===== src/rtl/baseball_pkg.sv =====
// Shared types, character codes and message constants for the number-baseball mode.
package baseball_pkg;

  typedef enum logic [2:0] {
    ST_IDLE,
    ST_INPUT_ANSWER,
    ST_ANSWER_CHECK,
    ST_INPUT_GUESS,
    ST_GUESS_ERR,
    ST_SHOW_RESULT,
    ST_WIN,
    ST_LOSE
  } state_e;

  localparam int MAX_DIGITS = 8;

  localparam logic [4:0] C_0      = 5'd0;
  localparam logic [4:0] C_S      = 5'd5;
  localparam logic [4:0] C_g      = 5'd9;
  localparam logic [4:0] C_HYPHEN = 5'd10;
  localparam logic [4:0] C_E      = 5'd11;
  localparam logic [4:0] C_r      = 5'd12;
  localparam logic [4:0] C_L      = 5'd13;
  localparam logic [4:0] C_o      = 5'd17;
  localparam logic [4:0] C_b      = 5'd18;
  localparam logic [4:0] C_d      = 5'd19;
  localparam logic [4:0] C_BLANK  = 5'd31;

  localparam logic [19:0] MSG_ERR  = {C_HYPHEN, C_E, C_r, C_r};
  localparam logic [19:0] MSG_GOGO = {C_g, C_o, C_g, C_o};
  localparam logic [19:0] MSG_GOOD = {C_g, C_o, C_o, C_d};
  localparam logic [19:0] MSG_LOSE = {C_L, C_o, C_S, C_E};

  // True when any two of the lowest n digits are equal.
  function automatic logic has_dup(input logic [MAX_DIGITS-1:0][3:0] v, input int n);
    logic d;
    d = 1'b0;
    for (int i = 0; i < MAX_DIGITS; i++)
      for (int j = 0; j < MAX_DIGITS; j++)
        if (i < j && j < n && v[i] == v[j]) d = 1'b1;
    return d;
  endfunction

endpackage


===== src/rtl/baseball_scorer.sv =====
// Combinational strike/ball scoring of a guess against the answer.
module baseball_scorer import baseball_pkg::*; #(
  parameter  int NUM_DIGITS = 4,
  localparam int SW         = $clog2(NUM_DIGITS + 1)
) (
  input  logic [NUM_DIGITS-1:0][3:0] guess,
  input  logic [NUM_DIGITS-1:0][3:0] answer,
  output logic [SW-1:0]              strike,
  output logic [SW-1:0]              ball,
  output logic                       dup_guess,
  output logic                       exact
);

  logic [MAX_DIGITS-1:0][3:0] guess_ext;

  always_comb begin
    strike = '0;
    ball   = '0;
    for (int i = 0; i < NUM_DIGITS; i++)
      for (int j = 0; j < NUM_DIGITS; j++)
        if (guess[i] == answer[j]) begin
          if (i == j) strike = strike + SW'(1);
          else        ball   = ball + SW'(1);
        end
    guess_ext = '0;
    guess_ext[NUM_DIGITS-1:0] = guess;
    dup_guess = has_dup(guess_ext, NUM_DIGITS);
  end

  assign exact = (strike == SW'(NUM_DIGITS));

endmodule


===== src/rtl/number_baseball_core.sv =====
// Number-baseball game engine: secret entry, guessing, scoring and display.
// Define BASEBALL_ANSWER_MASK_EN to hide non-cursor answer digits during entry.
module number_baseball_core import baseball_pkg::*; #(
  parameter int NUM_DIGITS   = 4,
  parameter int DIGIT_MAX    = 9,
  parameter int MAX_ATTEMPTS = 16,
  parameter int BLINK_DIV    = 50_000_000
) (
  input  logic                    clk,
  input  logic                    reset,
  input  logic                    active,
  input  logic                    btn_up,
  input  logic                    btn_down,
  input  logic                    btn_left,
  input  logic                    btn_right,
  input  logic                    btn_confirm,
  output logic [MAX_ATTEMPTS-1:0] led,
  output logic [5*NUM_DIGITS-1:0] seg_data,
  output logic [4:0]              attempts,
  output logic                    win,
  output logic                    lose
);

  localparam int SW = $clog2(NUM_DIGITS + 1);
  localparam int CW = $clog2(NUM_DIGITS);
  localparam int BW = (BLINK_DIV > 1) ? $clog2(BLINK_DIV) : 1;

  typedef logic [NUM_DIGITS-1:0][3:0] digits_t;
  typedef logic [NUM_DIGITS-1:0][4:0] seg_t;

  state_e                  state_q, state_d;
  logic [CW-1:0]           cursor_q, cursor_d;
  digits_t                 answer_q, answer_d, guess_q, guess_d;
  logic [4:0]              attempts_q, attempts_d;
  logic [MAX_ATTEMPTS-1:0] led_q, led_d;
  logic [SW-1:0]           strike_q, strike_d, ball_q, ball_d;
  seg_t                    seg_q, seg_d;
  logic                    win_q, win_d, lose_q, lose_d;
  logic [4:0]              btn_prev_q, btn_prev_d;
  logic [BW-1:0]           blink_cnt_q, blink_cnt_d;
  logic                    blink_q, blink_d;

  // Button edges in priority order: confirm, up, down, left, right.
  logic [4:0] btn_now, btn_edge;
  logic       do_confirm, do_up, do_down, do_left, do_right, lr_ok;

  assign btn_now    = {btn_confirm, btn_up, btn_down, btn_left, btn_right};
  assign btn_edge   = btn_now & ~btn_prev_q;
  assign btn_prev_d = btn_now;
  assign do_confirm = btn_edge[4];
  assign do_up      = ~btn_edge[4] & btn_edge[3];
  assign do_down    = ~|btn_edge[4:3] & btn_edge[2];
  assign lr_ok      = ~|btn_edge[4:2];
  assign do_left    = lr_ok & btn_edge[1] & ~btn_edge[0];
  assign do_right   = lr_ok & btn_edge[0] & ~btn_edge[1];

  logic [SW-1:0] g_strike, g_ball;
  logic          g_dup, g_exact, ans_dup;
  logic [MAX_DIGITS-1:0][3:0] ans_ext;

  baseball_scorer #(.NUM_DIGITS(NUM_DIGITS)) u_scorer (
    .guess     (guess_q),
    .answer    (answer_q),
    .strike    (g_strike),
    .ball      (g_ball),
    .dup_guess (g_dup),
    .exact     (g_exact)
  );

  always_comb begin
    ans_ext = '0;
    ans_ext[NUM_DIGITS-1:0] = answer_q;
    ans_dup = has_dup(ans_ext, NUM_DIGITS);
  end

  // Digit/cursor edit applied to whichever vector is being entered.
  digits_t       src_vec, edit_vec;
  logic [3:0]    cur_dig;
  logic [CW-1:0] cursor_mv;

  always_comb begin
    src_vec  = (state_q == ST_INPUT_GUESS) ? guess_q : answer_q;
    edit_vec = src_vec;
    cur_dig  = src_vec[cursor_q];
    if (do_up)
      edit_vec[cursor_q] = (cur_dig == 4'(DIGIT_MAX)) ? 4'd0 : cur_dig + 4'd1;
    else if (do_down)
      edit_vec[cursor_q] = (cur_dig == 4'd0) ? 4'(DIGIT_MAX) : cur_dig - 4'd1;
    cursor_mv = cursor_q;
    if (do_right)
      cursor_mv = (cursor_q == CW'(NUM_DIGITS - 1)) ? '0 : cursor_q + CW'(1);
    else if (do_left)
      cursor_mv = (cursor_q == '0) ? CW'(NUM_DIGITS - 1) : cursor_q - CW'(1);
  end

  always_comb begin
    state_d    = state_q;
    cursor_d   = cursor_q;
    answer_d   = answer_q;
    guess_d    = guess_q;
    attempts_d = attempts_q;
    led_d      = led_q;
    strike_d   = strike_q;
    ball_d     = ball_q;
    case (state_q)
      ST_IDLE: begin
        state_d  = ST_INPUT_ANSWER;
        cursor_d = '0;
      end
      ST_INPUT_ANSWER: begin
        if (do_confirm) state_d = ST_ANSWER_CHECK;
        else begin
          answer_d = edit_vec;
          cursor_d = cursor_mv;
        end
      end
      ST_ANSWER_CHECK: begin
        if (do_confirm) begin
          state_d  = ans_dup ? ST_INPUT_ANSWER : ST_INPUT_GUESS;
          cursor_d = '0;
        end
      end
      ST_INPUT_GUESS: begin
        if (do_confirm) begin
          if (g_dup) state_d = ST_GUESS_ERR;
          else begin
            strike_d   = g_strike;
            ball_d     = g_ball;
            attempts_d = attempts_q + 5'd1;
            for (int i = 0; i < MAX_ATTEMPTS; i++)
              if (attempts_q == 5'(i)) led_d[i] = 1'b1;
            if (g_exact)                                  state_d = ST_WIN;
            else if (attempts_q + 5'd1 == 5'(MAX_ATTEMPTS)) state_d = ST_LOSE;
            else                                          state_d = ST_SHOW_RESULT;
          end
        end else begin
          guess_d  = edit_vec;
          cursor_d = cursor_mv;
        end
      end
      ST_GUESS_ERR, ST_SHOW_RESULT: begin
        if (do_confirm) begin
          state_d  = ST_INPUT_GUESS;
          cursor_d = '0;
        end
      end
      ST_WIN, ST_LOSE: begin
        if (do_confirm) begin
          state_d    = ST_IDLE;
          cursor_d   = '0;
          answer_d   = '0;
          guess_d    = '0;
          attempts_d = '0;
          led_d      = '0;
          strike_d   = '0;
          ball_d     = '0;
        end
      end
      default: state_d = ST_IDLE;
    endcase
    // Leaving the mode drops all game state, overriding any button.
    if (!active) begin
      state_d    = ST_IDLE;
      cursor_d   = '0;
      answer_d   = '0;
      guess_d    = '0;
      attempts_d = '0;
      led_d      = '0;
      strike_d   = '0;
      ball_d     = '0;
    end
  end

  function automatic seg_t msg4(input logic [19:0] m);
    seg_t r;
    r      = {NUM_DIGITS{C_BLANK}};
    r[3:0] = m;
    return r;
  endfunction

  always_comb begin
    seg_d = '0;
    case (state_q)
      ST_INPUT_ANSWER, ST_INPUT_GUESS: begin
        for (int i = 0; i < NUM_DIGITS; i++) begin
          seg_d[i] = {1'b0, src_vec[i]};
`ifdef BASEBALL_ANSWER_MASK_EN
          if (state_q == ST_INPUT_ANSWER && CW'(i) != cursor_q) seg_d[i] = C_HYPHEN;
`endif
          if (CW'(i) == cursor_q && blink_q) seg_d[i] = C_BLANK;
        end
      end
      ST_ANSWER_CHECK: seg_d = msg4(ans_dup ? MSG_ERR : MSG_GOGO);
      ST_GUESS_ERR:    seg_d = msg4(MSG_ERR);
      ST_SHOW_RESULT:  seg_d = msg4({5'(strike_q), C_S, 5'(ball_q), C_b});
      ST_WIN:          seg_d = msg4(MSG_GOOD);
      ST_LOSE:         seg_d = msg4(MSG_LOSE);
      default:         seg_d = '0;
    endcase
    if (!active) seg_d = '0;
  end

  assign win_d  = active & (state_q == ST_WIN);
  assign lose_d = active & (state_q == ST_LOSE);

  // Blink runs regardless of mode so the phase is not tied to game activity.
  always_comb begin
    blink_cnt_d = blink_cnt_q + BW'(1);
    blink_d     = blink_q;
    if (blink_cnt_q == BW'(BLINK_DIV - 1)) begin
      blink_cnt_d = '0;
      blink_d     = ~blink_q;
    end
  end

  always_ff @(posedge clk) begin
    if (reset) begin
      state_q     <= ST_IDLE;
      cursor_q    <= '0;
      answer_q    <= '0;
      guess_q     <= '0;
      attempts_q  <= '0;
      led_q       <= '0;
      strike_q    <= '0;
      ball_q      <= '0;
      seg_q       <= '0;
      win_q       <= 1'b0;
      lose_q      <= 1'b0;
      btn_prev_q  <= '0;
      blink_cnt_q <= '0;
      blink_q     <= 1'b0;
    end else begin
      state_q     <= state_d;
      cursor_q    <= cursor_d;
      answer_q    <= answer_d;
      guess_q     <= guess_d;
      attempts_q  <= attempts_d;
      led_q       <= led_d;
      strike_q    <= strike_d;
      ball_q      <= ball_d;
      seg_q       <= seg_d;
      win_q       <= win_d;
      lose_q      <= lose_d;
      btn_prev_q  <= btn_prev_d;
      blink_cnt_q <= blink_cnt_d;
      blink_q     <= blink_d;
    end
  end

  assign led      = led_q;
  assign seg_data = seg_q;
  assign attempts = attempts_q;
  assign win      = win_q;
  assign lose     = lose_q;

endmodule


===== config.mk =====
export PLATFORM = sky130hd
export DESIGN_NAME = number_baseball_core
export DESIGN_NICKNAME = d
export VERILOG_FILES = /design/src/rtl/baseball_pkg.sv /design/src/rtl/baseball_scorer.sv /design/src/rtl/number_baseball_core.sv
export SDC_FILE = /design/constraint.sdc
export NUM_CORES = 1
export LEC_CHECK = 0
export BUFFER_PORTS_ARGS = -buffer_cell sky130_fd_sc_hd__buf_2
export CAP_MARGIN = 30
export CORE_ASPECT_RATIO = 1.5
export CORE_UTILIZATION = 55
export DETAILED_ROUTE_END_ITERATION = 8
export GPL_ROUTABILITY_DRIVEN = 0
export PLACE_DENSITY = 0.73
export SLEW_MARGIN = 30
export SYNTH_ARGS = -nofsm -noshare
export SYNTH_HDL_FRONTEND = slang
export SYNTH_SLANG_ARGS = --single-unit

===== constraint.sdc =====
create_clock -name clk -period 6.81 [get_ports clk]
set_input_delay 1.362 -clock clk [delete_from_list [all_inputs] [get_ports clk]]
set_output_delay 1.362 -clock clk [all_outputs]
set_load 0.01 [all_outputs]

After elaboration in Yosys (flattened, before gate mapping)
Cells that the tools add are included.
{"block": "op_classes", "add_sub_neg": 20, "n_mul": 0, "div_mod_pow": 0, "magnitude_cmp": 2, "eq_ne": 85, "n_shift": 0, "muxes": 95, "bitwise_logic": 15, "reduce_logical": 42}
{"cell": "$pmux 20 s6", "count": 1}
{"cell": "$eq 4x4->1", "count": 28}
{"cell": "$mux 16", "count": 7}
{"cell": "$pmux 16 s2", "count": 3}
{"cell": "$reduce_and 5->1", "count": 17}
{"cell": "$mux 3", "count": 23}
{"cell": "$eq 5x4->1 const B", "count": 8}
{"cell": "$add 3x1->3 const B", "count": 12}
{"cell": "$mux 5", "count": 7}
{"cell": "$ne 2x1->1 const B", "count": 17}
{"cell": "$bwmux 16", "count": 2}
{"cell": "$mux 1", "count": 30}
{"cell": "$add 26x1->26 const B", "count": 1}
{"cell": "$eq 26x26->1 const B", "count": 1}
{"cell": "$eq 5x3->1 const B", "count": 4}
{"cell": "$mux 2", "count": 10}
{"cell": "$ne 2x2->1 const B", "count": 9}
{"cell": "$pmux 3 s6", "count": 1}
{"cell": "$mux 17", "count": 1}
{"cell": "$mux 4", "count": 4}
{"cell": "$eq 3x3->1 const B", "count": 5}
{"cell": "$pmux 3 s2", "count": 2}
{"cell": "$reduce_or 2->1", "count": 6}
{"cell": "$eq 5x2->1 const B", "count": 2}
{"cell": "36 further kinds", "count": 58}
{"block": "totals", "register_bits": 118, "latch_bits": 0, "ramBits": 0, "romBits": 0, "input_bits": 8, "output_inout_bits": 43, "mem_count": 0}

Longest topological paths before layout
{"block": "logic_depth", "depth_word": 27, "mapped_depth": 38, "ltp_nobuf": 37}

Cells and area by module
From an unflattened synthesis, not the netlist that was laid out.
{"block": "hier_totals", "hier_cells": 1028, "hier_area_um2": 8167.8}
{"mod": "number_baseball_core", "n_inst": 1, "cells_each": 771, "area_each_um2": 6134.6, "seq_area_each_um2": 2362.3}
{"mod": "baseball_scorer", "n_inst": 1, "cells_each": 257, "area_each_um2": 2033.2, "seq_area_each_um2": 0.0}

Worst setup path after synthesis
Ideal clock, no wire load.
{"block": "synth_timing", "path_type": "register to register", "from": "reg answer_q, in the netlist ans_ext[7]", "to": "reg ball_q[2]", "arrival_time_ns": 6.182, "slack_ns": 0.511, "stages_incl_launch_ff": 34, "path_buffers": 1, "path_cell_list": "dfxtp_1 -> clkbuf_1 -> xnor2_1 -> and4_1 -> ha_1 -> inv_1 -> xnor3_2 -> ha_1 -> inv_1 -> and2_1 -> o2bb2ai_1 -> xnor2_2 -> a21oi_1 -> ha_1 -> o221ai_1 -> xor2_1 -> o21ai_0 -> ha_1 -> xnor2_1 -> xnor2_1 -> nand2_1 -> o211ai_1 -> a21o_1 -> ha_1 -> inv_1 -> a21oi_1 -> ha_1 -> nand2_1 -> xnor2_1 -> xnor2_1 -> xnor2_1 -> xnor2_1 -> xnor2_1 -> o21ai_1"}
{"block": "synth_via", "elab_chain_cells": 27, "word_cells_on_any_way": 29}
{"element": "start, declared", "line": "number_baseball_core.sv:33", "text": "digits_t answer_q, answer_d, guess_q, guess_d;"}
{"element": "start signal, assigned", "line": "number_baseball_core.sv:235", "text": "answer_q <= answer_d;"}
{"element": "$eq 4x4->1", "line": "baseball_scorer.sv:21", "text": "if (guess[i] == answer[j]) begin"}
{"element": "$mux 1", "line": "baseball_scorer.sv:21"}
{"element": "$add 1x1->2", "line": "baseball_scorer.sv:23", "text": "else ball = ball + SW'(1);"}
{"element": "$mux 3", "line": "baseball_scorer.sv:21"}
{"element": "$add 3x1->3", "line": "baseball_scorer.sv:23"}
{"element": "$mux 3", "line": "baseball_scorer.sv:21"}
{"element": "$add 3x1->3", "line": "baseball_scorer.sv:23"}
{"element": "$mux 3", "line": "baseball_scorer.sv:21"}
{"element": "(+11 left out)"}
{"element": "$mux 3", "line": "baseball_scorer.sv:21"}
{"element": "$add 3x1->3", "line": "baseball_scorer.sv:23"}
{"element": "$mux 3 (*)", "line": "baseball_scorer.sv:21"}
{"element": "$add 3x1->3", "line": "baseball_scorer.sv:23"}
{"element": "$mux 3 (*)", "line": "baseball_scorer.sv:21"}
{"element": "$mux 3 (*)", "line": "number_baseball_core.sv:125", "text": "if (g_dup) state_d = ST_GUESS_ERR;"}
{"element": "$mux 3 (*)", "line": "number_baseball_core.sv:124", "text": "if (do_confirm) begin"}
{"element": "$pmux 3 s2 (*)", "line": "number_baseball_core.sv:105", "text": "case (state_q)"}
{"element": "end signal, assigned", "line": "number_baseball_core.sv:240", "text": "ball_q <= ball_d;"}
{"element": "end, declared", "line": "number_baseball_core.sv:36", "text": "logic [SW-1:0] strike_q, strike_d, ball_q, ball_d;"}
Every way passes the cells marked *; elsewhere a longest branch is shown, timed or not. The select of a mux whose other input is x is not followed.
A chain may end at the register's enable or synchronous reset.

Final worst setup path
{"block": "layout_timing", "from": "reg guess_q[0] (netlist bit)", "to": "reg ball_q[2]"}
{"block": "layout_via", "elab_chain_cells": 27, "word_cells_on_any_way": 40}
{"element": "start, declared", "line": "number_baseball_core.sv:33"}
{"element": "start signal, assigned", "line": "number_baseball_core.sv:236", "text": "guess_q <= guess_d;"}
{"element": "$eq 4x4->1", "line": "baseball_scorer.sv:21"}
{"element": "$mux 1", "line": "baseball_scorer.sv:21"}
{"element": "$add 1x1->2", "line": "baseball_scorer.sv:23"}
{"element": "$mux 3", "line": "baseball_scorer.sv:21"}
{"element": "$add 3x1->3", "line": "baseball_scorer.sv:23"}
{"element": "$mux 3", "line": "baseball_scorer.sv:21"}
{"element": "$add 3x1->3", "line": "baseball_scorer.sv:23"}
{"element": "$mux 3", "line": "baseball_scorer.sv:21"}
{"element": "(+11 left out)"}
{"element": "$mux 3", "line": "baseball_scorer.sv:21"}
{"element": "$add 3x1->3", "line": "baseball_scorer.sv:23"}
{"element": "$mux 3", "line": "baseball_scorer.sv:21"}
{"element": "$add 3x1->3", "line": "baseball_scorer.sv:23"}
{"element": "$mux 3", "line": "baseball_scorer.sv:21"}
{"element": "$mux 3", "line": "number_baseball_core.sv:125"}
{"element": "$mux 3", "line": "number_baseball_core.sv:124"}
{"element": "$pmux 3 s2", "line": "number_baseball_core.sv:105"}
Several ways; a longest one is shown, not always the timed one. The select of a mux whose other input is x is not followed.

==> results_dict.tcl <==
set metrics [dict create \
    power_leakage_nw 4.15 \
    cp.buffers_inverters 4 \
    fp.coreArea_um2 14100 \
    cts_buffer_depth 2 \
    netlist_instances 967 \
    postCtsHoldBufs 0 \
    maxCapViolCount 0 \
    antenna_found_initial 1 \
    synthTopCellsByArea "dfxtp_1 29%, xor2_1 9.9%, xnor2_1 7.9%, nor2_1 5.7%, ha_1 4.4%" \
    fillCellCount 1233 \
    synth.most_common_cell "nor2_1" \
    grt_overflow 0 \
    ir_drop_uv 208 \
    min_period_over_period_pct 92.9 \
    synth_edf_count 0 \
    wire_per_inst_um 18.7 \
    ant_nets 0 \
    die_x_um 101 \
    dp_hpwl_mm 16.0 \
    crit_arrival_ns 6.63 \
    synth_flop_cell "dfxtp_1" \
    track_usage_pct 31.0 \
    htree_levels 4 \
    layout_setup_ws_ns 0.481 \
    setup-violations-final 0 \
    fp.dieArea_um2 15100 \
    fin_hold_ws_ns 0.461 \
    die_h_um 150 \
    synth_seq_cells 118 \
    start_util_pct 56.7 \
    std_cell_rows 53 \
    io_pins 51 \
    p_per_area_nw_per_um2 195 \
    place_ws_ns 0.206 \
    drt-initial-drc-count 705 \
    rsz0062_at_grt "false" \
    first_pass_iters 6 \
    r2r_slack_ns 0.48 \
    report.final.hold_viol_count 0 \
    syn_avg_cell_area_um2 8.29 \
    ys_types 69 \
    numPortBuffers 50 \
    status "complete, no violations" \
    drive_gt1_share_pct 15.5 \
    cts_tree "yes" \
    antennaDiodeCount 0 \
    synth_commonest_cells "122 x nor2_1, 118 x dfxtp_1, 91 x xor2_1" \
    fin_util_pct 64.0 \
    min_path_type "reg2reg" \
    slowest_stage "xnor3_2" \
    synthesis.nets 1003 \
    crit_fanout 5 \
    grt_max_degree 58 \
    synth_top_area_share_pct 29.5 \
    vias 7207 \
    grt_pass1_wl_mm 35.4 \
    endpoint_kind "register" \
    clock_skew_ns 0.0132 \
    syn_to_final_growth_pct 12.8 \
    async_flop_share_pct 0 \
    slew_viol_final 0 \
    post_drt_via_cell_ratio 6.00 \
    relSlewSlack_pct 34.3 \
    cpLargestDelayFamily "XOR/XNOR gates" \
    tns_ns 0 \
    clk_pin_slew_worst_paths_ns 0.06 \
    cts.sinks 118 \
    cts_buffers 17 \
    yosysTopAreaCell "dfxtp_1" \
    drt_drc_violations_left 0 \
    tightest_slew_ns 0.960 \
    crit_type "reg2reg" \
    crit_path_frequent_cell "xnor2_1" \
    fmax_mhz 158 \
    postRouteWirelength_mm 22.5 \
    worstSetupStartpointType "register" \
    ys_seq_area_share_pct 29.5 \
    crit_required_ns 7.11 \
    post-route-min-period_ns 6.33 \
    yosys_warnings 0 \
    cts_root_buffer "clkbuf_16" \
    netlist_area_um2 8020 \
    nets 1032 \
    grt_pass1_vias 6934 \
    cpPeakStageDelay_ns 0.50 \
    clock_latency_ns 0.42 \
    p_total_mw 1.76 \
]
per-stage QoR:
step / instance area (um^2) / cells
floorplan: 8020 / 967
CTS: 8980 / 1199
global placement: 8420 / 1167
finish: 9040 / 1201
global route: 9040 / 1201
detailed placement: 8430 / 1167
sequential cells by signal, summed over array words and instances (netlist names):
register and cells:
state_q 3, ball_q 3, strike_q 3, lose 1
cursor_q 2, led 16, guess_q 16, seg_data 20
attempts 5, win 1, ans_ext 16, blink_q 1
blink_cnt_q 26, btn_prev_q 5
power breakdown:
| part | switching (mW) | total, mW | internal [mW] |
|---|---|---|---|
| Clock | 0.369 | 0.854 | 0.485 |
| Combinational | 0.116 | 0.209 | 0.0929 |
| Sequential | 0.00390 | 0.699 | 0.695 |
repair_timing:
action	4_1_cts	5_1_grt
resized for setup	0	8
setup buffers	0	2
setup endpoints to repair	0	1
cells in the final DEF (no fill, tap or decap), drive strengths merged, types with 20 or more instances in the layout:
cell and instances:
a21oi 47, a22oi 32, buf 87, dfxtp 118, ha 28, inv 33, mux2i 26, nand2 58
nand3 32, nor2 122, nor4 21, o21a 20, o21ai 34, xnor2 74, xor2 93
worst reg2reg max path: cells and delay by family, from the launching register on:
| family | cells | cell delay (ns) |
|---|---|---|
| fa+ha+maj | 6 | 1.64 |
| simple gates | 4 | 0.46 |
| xor+xnor | 11 | 2.14 |
| buf+inv | 4 | 0.36 |
| flops | 1 | 0.42 |
| compound gates | 8 | 1.20 |
layer usage:
metal | part of all wire [%] | up-vias | GRT usage [%]
met5 | 0 | - | 0
met4 | 6.1 | 0 | 18.6
met3 | 6.4 | 103 | 6.49
met2 | 50 | 344 | 54.8
met1 | 38 | 3358 | 33.5
li1 | - | 3402 | -
kinds of logic (layout without fill, tap and decap cells):
| family | Yosys count | after routing | share of synthesized area [%] |
|---|---|---|---|
| fa+ha+maj | 28 | 28 | 4.37 |
| xor+xnor | 171 | 171 | 19.8 |
| mux | 32 | 32 | 4.84 |
| buf+inv | 105 | 147 | 5.70 |
| simple gates | 318 | 318 | 19.4 |
| flops | 118 | 118 | 29.5 |
| compound gates | 195 | 195 | 16.4 |
final timing paths:
check              from   endpoint  cells after the start
min reg2reg      led[4]     led[4]                      1
min              led[4]     led[4]                      1
max          guess_q[0]  ball_q[2]                     33
max reg2reg  guess_q[0]  ball_q[2]                     33
cell type report:
cell class,instances,area (um^2),share of cell area (%)
clock buffer,18,439,4.86
clock inverter,14,115,1.27
inverter,28,105,1.16
multi-input combinational,744,5250,58.1
sequential,118,2360,26.1
tap,192,240,2.66
timing repair buffer,87,528,5.84
No activity file was read; power rests on OpenSTA's default activity.
